File: src/rtl/conv_mac_engine.sv
// Pipelined signed MAC over N_TAPS-pixel windows, summing N_CH channel windows per output; CONV_MAC_RELU_EN clamps negative results.
// Last accept to out_valid is 3 cycles; in_ready drops after the last window and out_acc/out_valid hold until out_ready.
module conv_mac_engine #(
   parameter int N_TAPS = 9,
   parameter int DATA_W = 8,
   parameter int WGT_W  = 8,
   parameter int N_CH   = 3,
   parameter int ACC_W  = 24
) (
   input  logic                               clk,
   input  logic                               rst_n,
   input  logic                               wgt_load,
   input  logic [$clog2(N_TAPS*N_CH)-1:0]     wgt_idx,
   input  logic signed [WGT_W-1:0]            wgt_data,
   input  logic                               in_valid,
   output logic                               in_ready,
   input  logic [N_TAPS*DATA_W-1:0]           in_win,
   output logic                               out_valid,
   input  logic                               out_ready,
   output logic signed [ACC_W-1:0]            out_acc,
   output logic                               busy
);
   localparam int N_W    = N_TAPS * N_CH;
   localparam int IDX_W  = $clog2(N_W);
   localparam int CH_W   = (N_CH > 1) ? $clog2(N_CH) : 1;
   localparam int PROD_W = DATA_W + 1 + WGT_W;

   typedef enum logic [1:0] {IDLE, ACCUM, DRAIN, HOLD} state_t;

   state_t                    state, state_nxt;
   logic signed [WGT_W-1:0]   wgt [N_W];
   logic signed [PROD_W-1:0]  prod_d [N_TAPS];
   logic signed [PROD_W-1:0]  prod_q [N_TAPS];
   logic signed [ACC_W-1:0]   tree_sum, acc, acc_final;
   logic [CH_W-1:0]           ch_cnt;
   logic                      s1_vld, s1_first, accept, ch_last;

   assign accept  = in_valid && in_ready;
   assign ch_last = (ch_cnt == CH_W'(N_CH - 1));

   // Write is gated on IDLE so a group never sees its weights change mid-flight.
   always_ff @(posedge clk or negedge rst_n) begin
      if (!rst_n) begin
         for (int i = 0; i < N_W; i++) wgt[i] <= '0;
      end else if (wgt_load && state == IDLE && ({1'b0, wgt_idx} < (IDX_W+1)'(N_W))) begin
         wgt[wgt_idx] <= wgt_data;
      end
   end

   always_comb begin
      for (int k = 0; k < N_TAPS; k++) begin
         prod_d[k] = PROD_W'($signed({1'b0, in_win[k*DATA_W +: DATA_W]}))
                   * PROD_W'(wgt[IDX_W'(int'(ch_cnt) * N_TAPS + k)]);
      end
   end

   always_comb begin
      tree_sum = '0;
      for (int k = 0; k < N_TAPS; k++) tree_sum = tree_sum + ACC_W'(prod_q[k]);
   end

   always_ff @(posedge clk or negedge rst_n) begin
      if (!rst_n) begin
         s1_vld   <= 1'b0;
         s1_first <= 1'b0;
         for (int k = 0; k < N_TAPS; k++) prod_q[k] <= '0;
      end else begin
         s1_vld   <= accept;
         s1_first <= (ch_cnt == '0);
         if (accept) prod_q <= prod_d;
      end
   end

   // Channel 0 loads the accumulator so a stale sum can never leak into a new group.
   always_ff @(posedge clk or negedge rst_n) begin
      if (!rst_n) begin
         acc <= '0;
      end else if (state == HOLD && out_ready) begin
         acc <= '0;
      end else if (s1_vld) begin
         acc <= s1_first ? tree_sum : acc + tree_sum;
      end
   end

   always_ff @(posedge clk or negedge rst_n) begin
      if (!rst_n) begin
         ch_cnt <= '0;
      end else if (accept) begin
         ch_cnt <= ch_last ? '0 : ch_cnt + 1'b1;
      end
   end

   always_ff @(posedge clk or negedge rst_n) begin
      if (!rst_n) state <= IDLE;
      else        state <= state_nxt;
   end

   always_comb begin
      state_nxt = state;
      case (state)
         IDLE:    if (accept) state_nxt = (N_CH == 1) ? DRAIN : ACCUM;
         ACCUM:   if (accept && ch_last) state_nxt = DRAIN;
         DRAIN:   if (!s1_vld) state_nxt = HOLD;
         HOLD:    if (out_ready) state_nxt = IDLE;
         default: state_nxt = IDLE;
      endcase
   end

   always_comb begin
      in_ready = rst_n && (state == IDLE || state == ACCUM);
      busy     = (state != IDLE);
   end

`ifdef CONV_MAC_RELU_EN
   assign acc_final = acc[ACC_W-1] ? '0 : acc;
`else
   assign acc_final = acc;
`endif

   // DRAIN exits once S1 is empty, i.e. the last window's S2 update has landed in acc.
   always_ff @(posedge clk or negedge rst_n) begin
      if (!rst_n) begin
         out_valid <= 1'b0;
         out_acc   <= '0;
      end else if (state == DRAIN && !s1_vld) begin
         out_valid <= 1'b1;
         out_acc   <= acc_final;
      end else if (state == HOLD && out_ready) begin
         out_valid <= 1'b0;
      end
   end
endmodule

File: config.mk
export PLATFORM = sky130hd
export DESIGN_NAME = conv_mac_engine
export DESIGN_NICKNAME = d
export VERILOG_FILES = /design/src/rtl/conv_mac_engine.sv
export SDC_FILE = /design/constraint.sdc
export NUM_CORES = 2
export LEC_CHECK = 0
export CORE_ASPECT_RATIO = 0.7
export CORE_UTILIZATION = 43
export DETAILED_ROUTE_END_ITERATION = 10
export GPL_ROUTABILITY_DRIVEN = 0
export GPL_TIMING_DRIVEN = 0
export HOLD_SLACK_MARGIN = 0.12
export PLACE_DENSITY = 0.55
export SETUP_SLACK_MARGIN = 0.3
export SKIP_LAST_GASP = 1
export SYNTH_ARGS = -nofsm -noshare
export SYNTH_HDL_FRONTEND = slang
export SYNTH_SLANG_ARGS = --single-unit
File: constraint.sdc
create_clock -name clk -period 16.09 [get_ports clk]
set_clock_uncertainty 0.2 [all_clocks]
set_input_delay 3.218 -clock clk [delete_from_list [all_inputs] [get_ports clk]]
set_output_delay 3.218 -clock clk [all_outputs]
set_load 0.02 [all_outputs]
# ---- Word level (Yosys, flattened, before mapping)
# Index checks and enable logic that the tools add are counted.
# W data, S select, Z words.
dict set report totals {
  elab_cells 158
  out_inout_bits 27
  input_bits 90
  ff_bits 424
}
dict set report op_classes {
  mux 41
  bitwise 10
  n_reduce_logical 16
  n_addsub 18
  mul 10
  n_eq_ne 8
  order_cmp 12
}
# operator count
set ops {}
lappend ops {{$bmux W8 S5} 9}
lappend ops {{$bwmux W216} 1}
lappend ops {{$mul A9 B8 Y17} 9}
lappend ops {{$mux W8} 19}
lappend ops {{$mux W24} 3}
lappend ops {{$ge A5 B6 Y1 const B} 9}
lappend ops {{$not A5 Y5} 9}
lappend ops {{$demux W8 S5} 1}
lappend ops {{$add A5 B4 Y5 const B} 5}
lappend ops {{$add A23 B17 Y24} 1}
lappend ops {{$add A24 B17 Y24} 1}
lappend ops {{$add A24 B24 Y24} 1}
lappend ops {{$add A22 B17 Y23} 1}
lappend ops {{$add A21 B17 Y22} 1}
lappend ops {{$add A20 B17 Y21} 1}
lappend ops {{$add A19 B17 Y20} 1}
lappend ops {{$add A18 B17 Y19} 1}
lappend ops {{$add A17 B17 Y18} 1}
lappend ops {{$add A5 B3 Y5 const B} 2}
lappend ops {{$mux W2} 5}
lappend ops {{$logic_and A1 B1 Y1} 8}
lappend ops {{$ne A2 B2 Y1 const B} 4}
lappend ops {{$pmux W2 S4} 1}
lappend ops {{$eq A2 B2 Y1 const B} 3}
lappend ops {{other kinds (14)} 18}

# ---- Longest topological paths before layout
dict set report depth {
  ltp_word 12
  depth_mapped 35
  ltp_nobuf 27
}

# ---- Worst setup path before layout
# No wires, ideal clock.
dict set report synth_path {
  path_kind {reg-to-reg}
  startpoint {register ch_cnt[0]}
  endpoint {register prod_q[99] (netlist name)}
  path_buffers 8
  setup_slack_ns 8.777
  t_arrival_ns 6.988
  synth_period_minus_slack_ns 7.313
  setup_ns 0.125
  t_required_ns 15.765
  stages_incl_launch_ff 31
  path_cell_list {dfrtp_1 buf_6 buf_8 buf_6 inv_2 buf_2 buf_1 ha_1 buf_4 buf_6 buf_2 mux4_2 mux4_2 a22oi_2 o21ai_2 and2_1 fa_1 fa_1 inv_1 fa_1 fa_1 inv_1 ha_1 nor2b_1 o21ai_0 a21oi_1 o211ai_1 a21oi_1 nor3_1 xnor2_1 mux2_2}
}
dict set report synth_between {
  elab_chain_len 7
}
# element line_no
set synth_lines {}
lappend synth_lines {{start, declared} 35} ;# logic [CH_W-1:0] ch_cnt;
lappend synth_lines {{start signal, assigned} 89} ;# ch_cnt <= ch_last ? '0 : ch_cnt + 1'b1;
lappend synth_lines {{$mul A2 B4 Y5} 53} ;# * PROD_W'(wgt[IDX_W'(int'(ch_cnt) * N_TAPS + k)]);
lappend synth_lines {{$add A5 B3 Y5} 53}
lappend synth_lines {{$not A5 Y5 (not written as such)} 53}
lappend synth_lines {{$bmux W8 S5} 53}
lappend synth_lines {{$mux W8 (not written as such) (2 in series)} 53}
lappend synth_lines {{$mul A9 B8 Y17} 53}
lappend synth_lines {{end signal, assigned} 70} ;# if (accept) prod_q <= prod_d;
lappend synth_lines {{end, declared} 33} ;# logic signed [PROD_W-1:0] prod_q [N_TAPS];
# Every way passes these cells. The select of a mux whose other input is x is not followed.
# A chain may end at the register's enable or synchronous reset.

# ---- Final worst setup path
dict set report layout_path {
  startpoint {register ch_cnt[0]}
  endpoint {register prod_q[101] (netlist name)}
}
# Same word-level chain as after synthesis.

==> run_results.csv <==
group,metric,value,unit
run_status,outcome,"complete, but fails checks",
run_status,violations,"design-rule violations",
cts,cts_root_buffer,"clkbuf_16",
sta,clock.fmax,98.6,MHz
setup_path,cp_max_fo,12,
layout,nNetsFinal,5870,
sta,setup_ws,5.95,ns
setup_path,critPathTopFamily,"buffers and inverters",
floorplanning,rows,100,
setup_path,path_common_cell,"ha_1",
cts,clk_pin_slew_worst_paths,0.06,ns
cts,clock_sinks,424,
logic_synthesis,async_reset_ff_share,100,%
floorplanning,die_area,0.110,sq mm
layout,register_area,0.0106,sq mm
route,wl_per_cell,24.3,microns
placed_design,port_buffers,115,
logic_synthesis,synth_cell_types,80,
logic_synthesis,synthFlopType,"dfrtp_1",
logic_synthesis,synth_edf_count,0,
layout,multi_input_area,0.0329,sq mm
route,viasPerCell,5.66,
route,finalWirelength,154,mm
sta,hold_viol,0,
layout,syn2layout_area_growth,10.6,%
setup_path,cp.buffers_inverters,12,
route,firstDrtPassIters,11,
logic_synthesis,ys_seq_area_share,22.7,%
global_routing,grt_pass1_vias,35300,
cts,cts_tree,"yes",
cts,cts_buffers,49,
logic_synthesis,synth_top_area_share,22.7,%
sta,fin_crit,10.14,ns
setup_path,setup.worst_path.class,"register to register",
cts,cts.path.max_buffers,3,
flow_run,drv_cap,0,
cts,ctsHoldBuffers,0,
sta,slew_headroom,3.41,%
global_routing,antenna_found_initial,8,
worst_hold_path,hp-class,"register to register",
floorplanning,die_width,396,microns
floorplanning,die_h,278,microns
route,drcViolationCount,8,
setup_path,critPathSlowestCell,"clkbuf_1",
logic_synthesis,synth.cell_area,0.0468,sq mm
cts,cts_max_level,2,
sta,maxSlewViolCount,0,
setup_path,crit_required,16.35,ns
layout,final.fill_count,10200,
route,final_antenna_net_count,0,
floorplanning,coreArea,0.107,sq mm
route,num_vias,35900,
global_routing,grt_usage,28.1,%
logic_synthesis,synth_area_per_cell,9.97,sq um
logic_synthesis,synth_area_leaders,"dfrtp_1 23%, fa_1 20%, ha_1 12%",
global_routing,grt_pass1_wl,232,mm
global_routing,overflow,0,
cts,clk-insertion-delay-late,0.63,ns
setup_path,start_kind,"register",
placed_design,dp_hpwl,127,mm
logic_synthesis,ys_ff_latch,424,
placed_design,place_worst_setup_slack,6.09,ns
layout,drive_gt1_share,12.4,%
floorplanning,ios,117,
floorplanning,start_util,43.7,%
cts,cts_resized,0,
cts,post_cts_buffers,0,
setup_path,critPathMaxStageDelay,0.71,ns
layout,finalCoreUtilization,48.3,%
logic_synthesis,synth_warnings,0,
sta,worst_pin_slew,1.41,ns
sta,fin_crit_sh,63.0,%
setup_path,crit_arrival,10.40,ns
global_routing,grt_max_degree,88,
logic_synthesis,synth_cells,4697,
sta,rsz0062_at_grt,"false",
setup_path,end_kind,"register",
logic_synthesis,syn_nets,5686,
sta,setup_viol,0,
logic_synthesis,yosysTopAreaCell,"dfrtp_1",
route,drt_iter0_drc,3852,
==> layout by cell type (no fill, tap or decap), types with 35 or more instances in the layout <==
cell	count
inv_1	689
nand2b_1	55
fa_1	456
clkdlybuf4s50_1	114
and2_1	302
mux2i_1	120
nor2_1	130
a21oi_1	132
o21ai_0	206
ha_1	443
dfrtp_1	424
mux2_2	269
nor2b_1	68
mux4_2	114
o21ai_1	35
clkbuf_1	87
a21o_1	48
xnor2_1	72
clkbuf_16	50
nand3_1	51
nand2_1	527
nor3_1	36
xor2_1	57
==> state kept, by name, indices dropped and copies added (netlist names) <==
signal     cells
s1_vld         1
out_acc       24
acc           24
ch_cnt         2
wgt          216
out_valid      1
prod_q       153
s1_first       1
state          2
==> tightest hold or removal path, delay by kind of cell, from the launching register on <==
| kind | cells | cell delay (ns) |
|---|---|---|
| and+or+nand+nor | 2 | 0.10 |
| DFF | 1 | 0.34 |
==> synthesized netlist by cell type, types with 12 or more instances <==
cell / instances
inv_1: 689
mux2i_1: 120
o22ai_1: 16
a211oi_1: 20
nor2_1: 136
buf_1: 17
buf_2: 16
o211ai_1: 20
xor2_1: 57
nand2_1: 527
nor3_1: 36
buf_4: 19
clkbuf_1: 81
a21o_1: 48
nand3_1: 51
a21oi_1: 132
mux2_2: 269
or2_1: 14
mux4_2: 114
or3_1: 26
dfrtp_1: 424
o21ai_2: 12
o21ai_1: 27
nor2b_1: 68
a31oi_1: 19
buf_6: 14
or2_2: 19
nand2b_1: 55
o21a_1: 27
fa_1: 456
xnor2_1: 72
and2_1: 302
o21ai_0: 216
ha_1: 443
==> through the flow <==
step | instances | cell area [sq um] | TNS (ns) | hold WS [ns]
global placement | 6240 | 49700 | -4482.85 | 0.264
global route | 6347 | 51800 | 0 | 0.311
detailed placement | 6255 | 50000 | 0 | 0.268
finish | 6349 | 51800 | 0 | 0.279
CTS | 6344 | 51700 | 0 | 0.283
floorplan | 4697 | 46800 | 0 | 0.249
==> final timing paths <==
| check | cells after the start | startpoint | end | slack, ns |
|---|---|---|---|---|
| max | 31 | ch_cnt[0] | prod_q[101] | 5.95 |
| min | 2 | out_valid | out_valid | 0.28 |
| min in group asynchronous | 1 | rst_n | prod_q[152] | 2.36 |
| min reg2reg | 2 | out_valid | out_valid | 0.28 |
| max reg2reg | 31 | ch_cnt[0] | prod_q[101] | 5.95 |
| max in group asynchronous | 3 | rst_n | prod_q[10] | 12.03 |
==> final cells by class <==
class | instances | share of cell area, %
Clock buffer | 65 | 2.70
Timing Repair Buffer | 133 | 2.75
Inverter | 692 | 5.02
Buffer | 149 | 1.51
Sequential cell | 424 | 20.5
Antenna cell | 2 | 0.00967
Tap cell | 1428 | 3.45
Clock inverter | 24 | 0.599
Multi-Input combinational cell | 3432 | 63.5
==> metal layers <==
| layer | global-route usage [%] | vias to the layer above | wire (microns) | part of all wire, % |
|---|---|---|---|---|
| li1 | - | 16000 | - | - |
| met1 | 44.3 | 18100 | 74200 | 48 |
| met2 | 37.4 | 1636 | 58800 | 38 |
| met3 | 7.66 | 277 | 16800 | 11 |
| met4 | 6.70 | 2 | 4300 | 2.8 |
| met5 | 0 | - | 11 | 0.0071 |
==> cells by family after synthesis <==
family	after synthesis	synth area share [%]
muxes	508	14.8
buffers and inverters	841	7.22
adders and majority gates	899	31.3
and+or+nand+nor	1277	13.4
AOI/OAI and AO/OA	619	8.21
xor gates and xnor gates	129	2.41
DFF	424	22.7
Power is not shown: default switching activity piles up to over one toggle a cycle in this logic, so the estimate is an artifact.
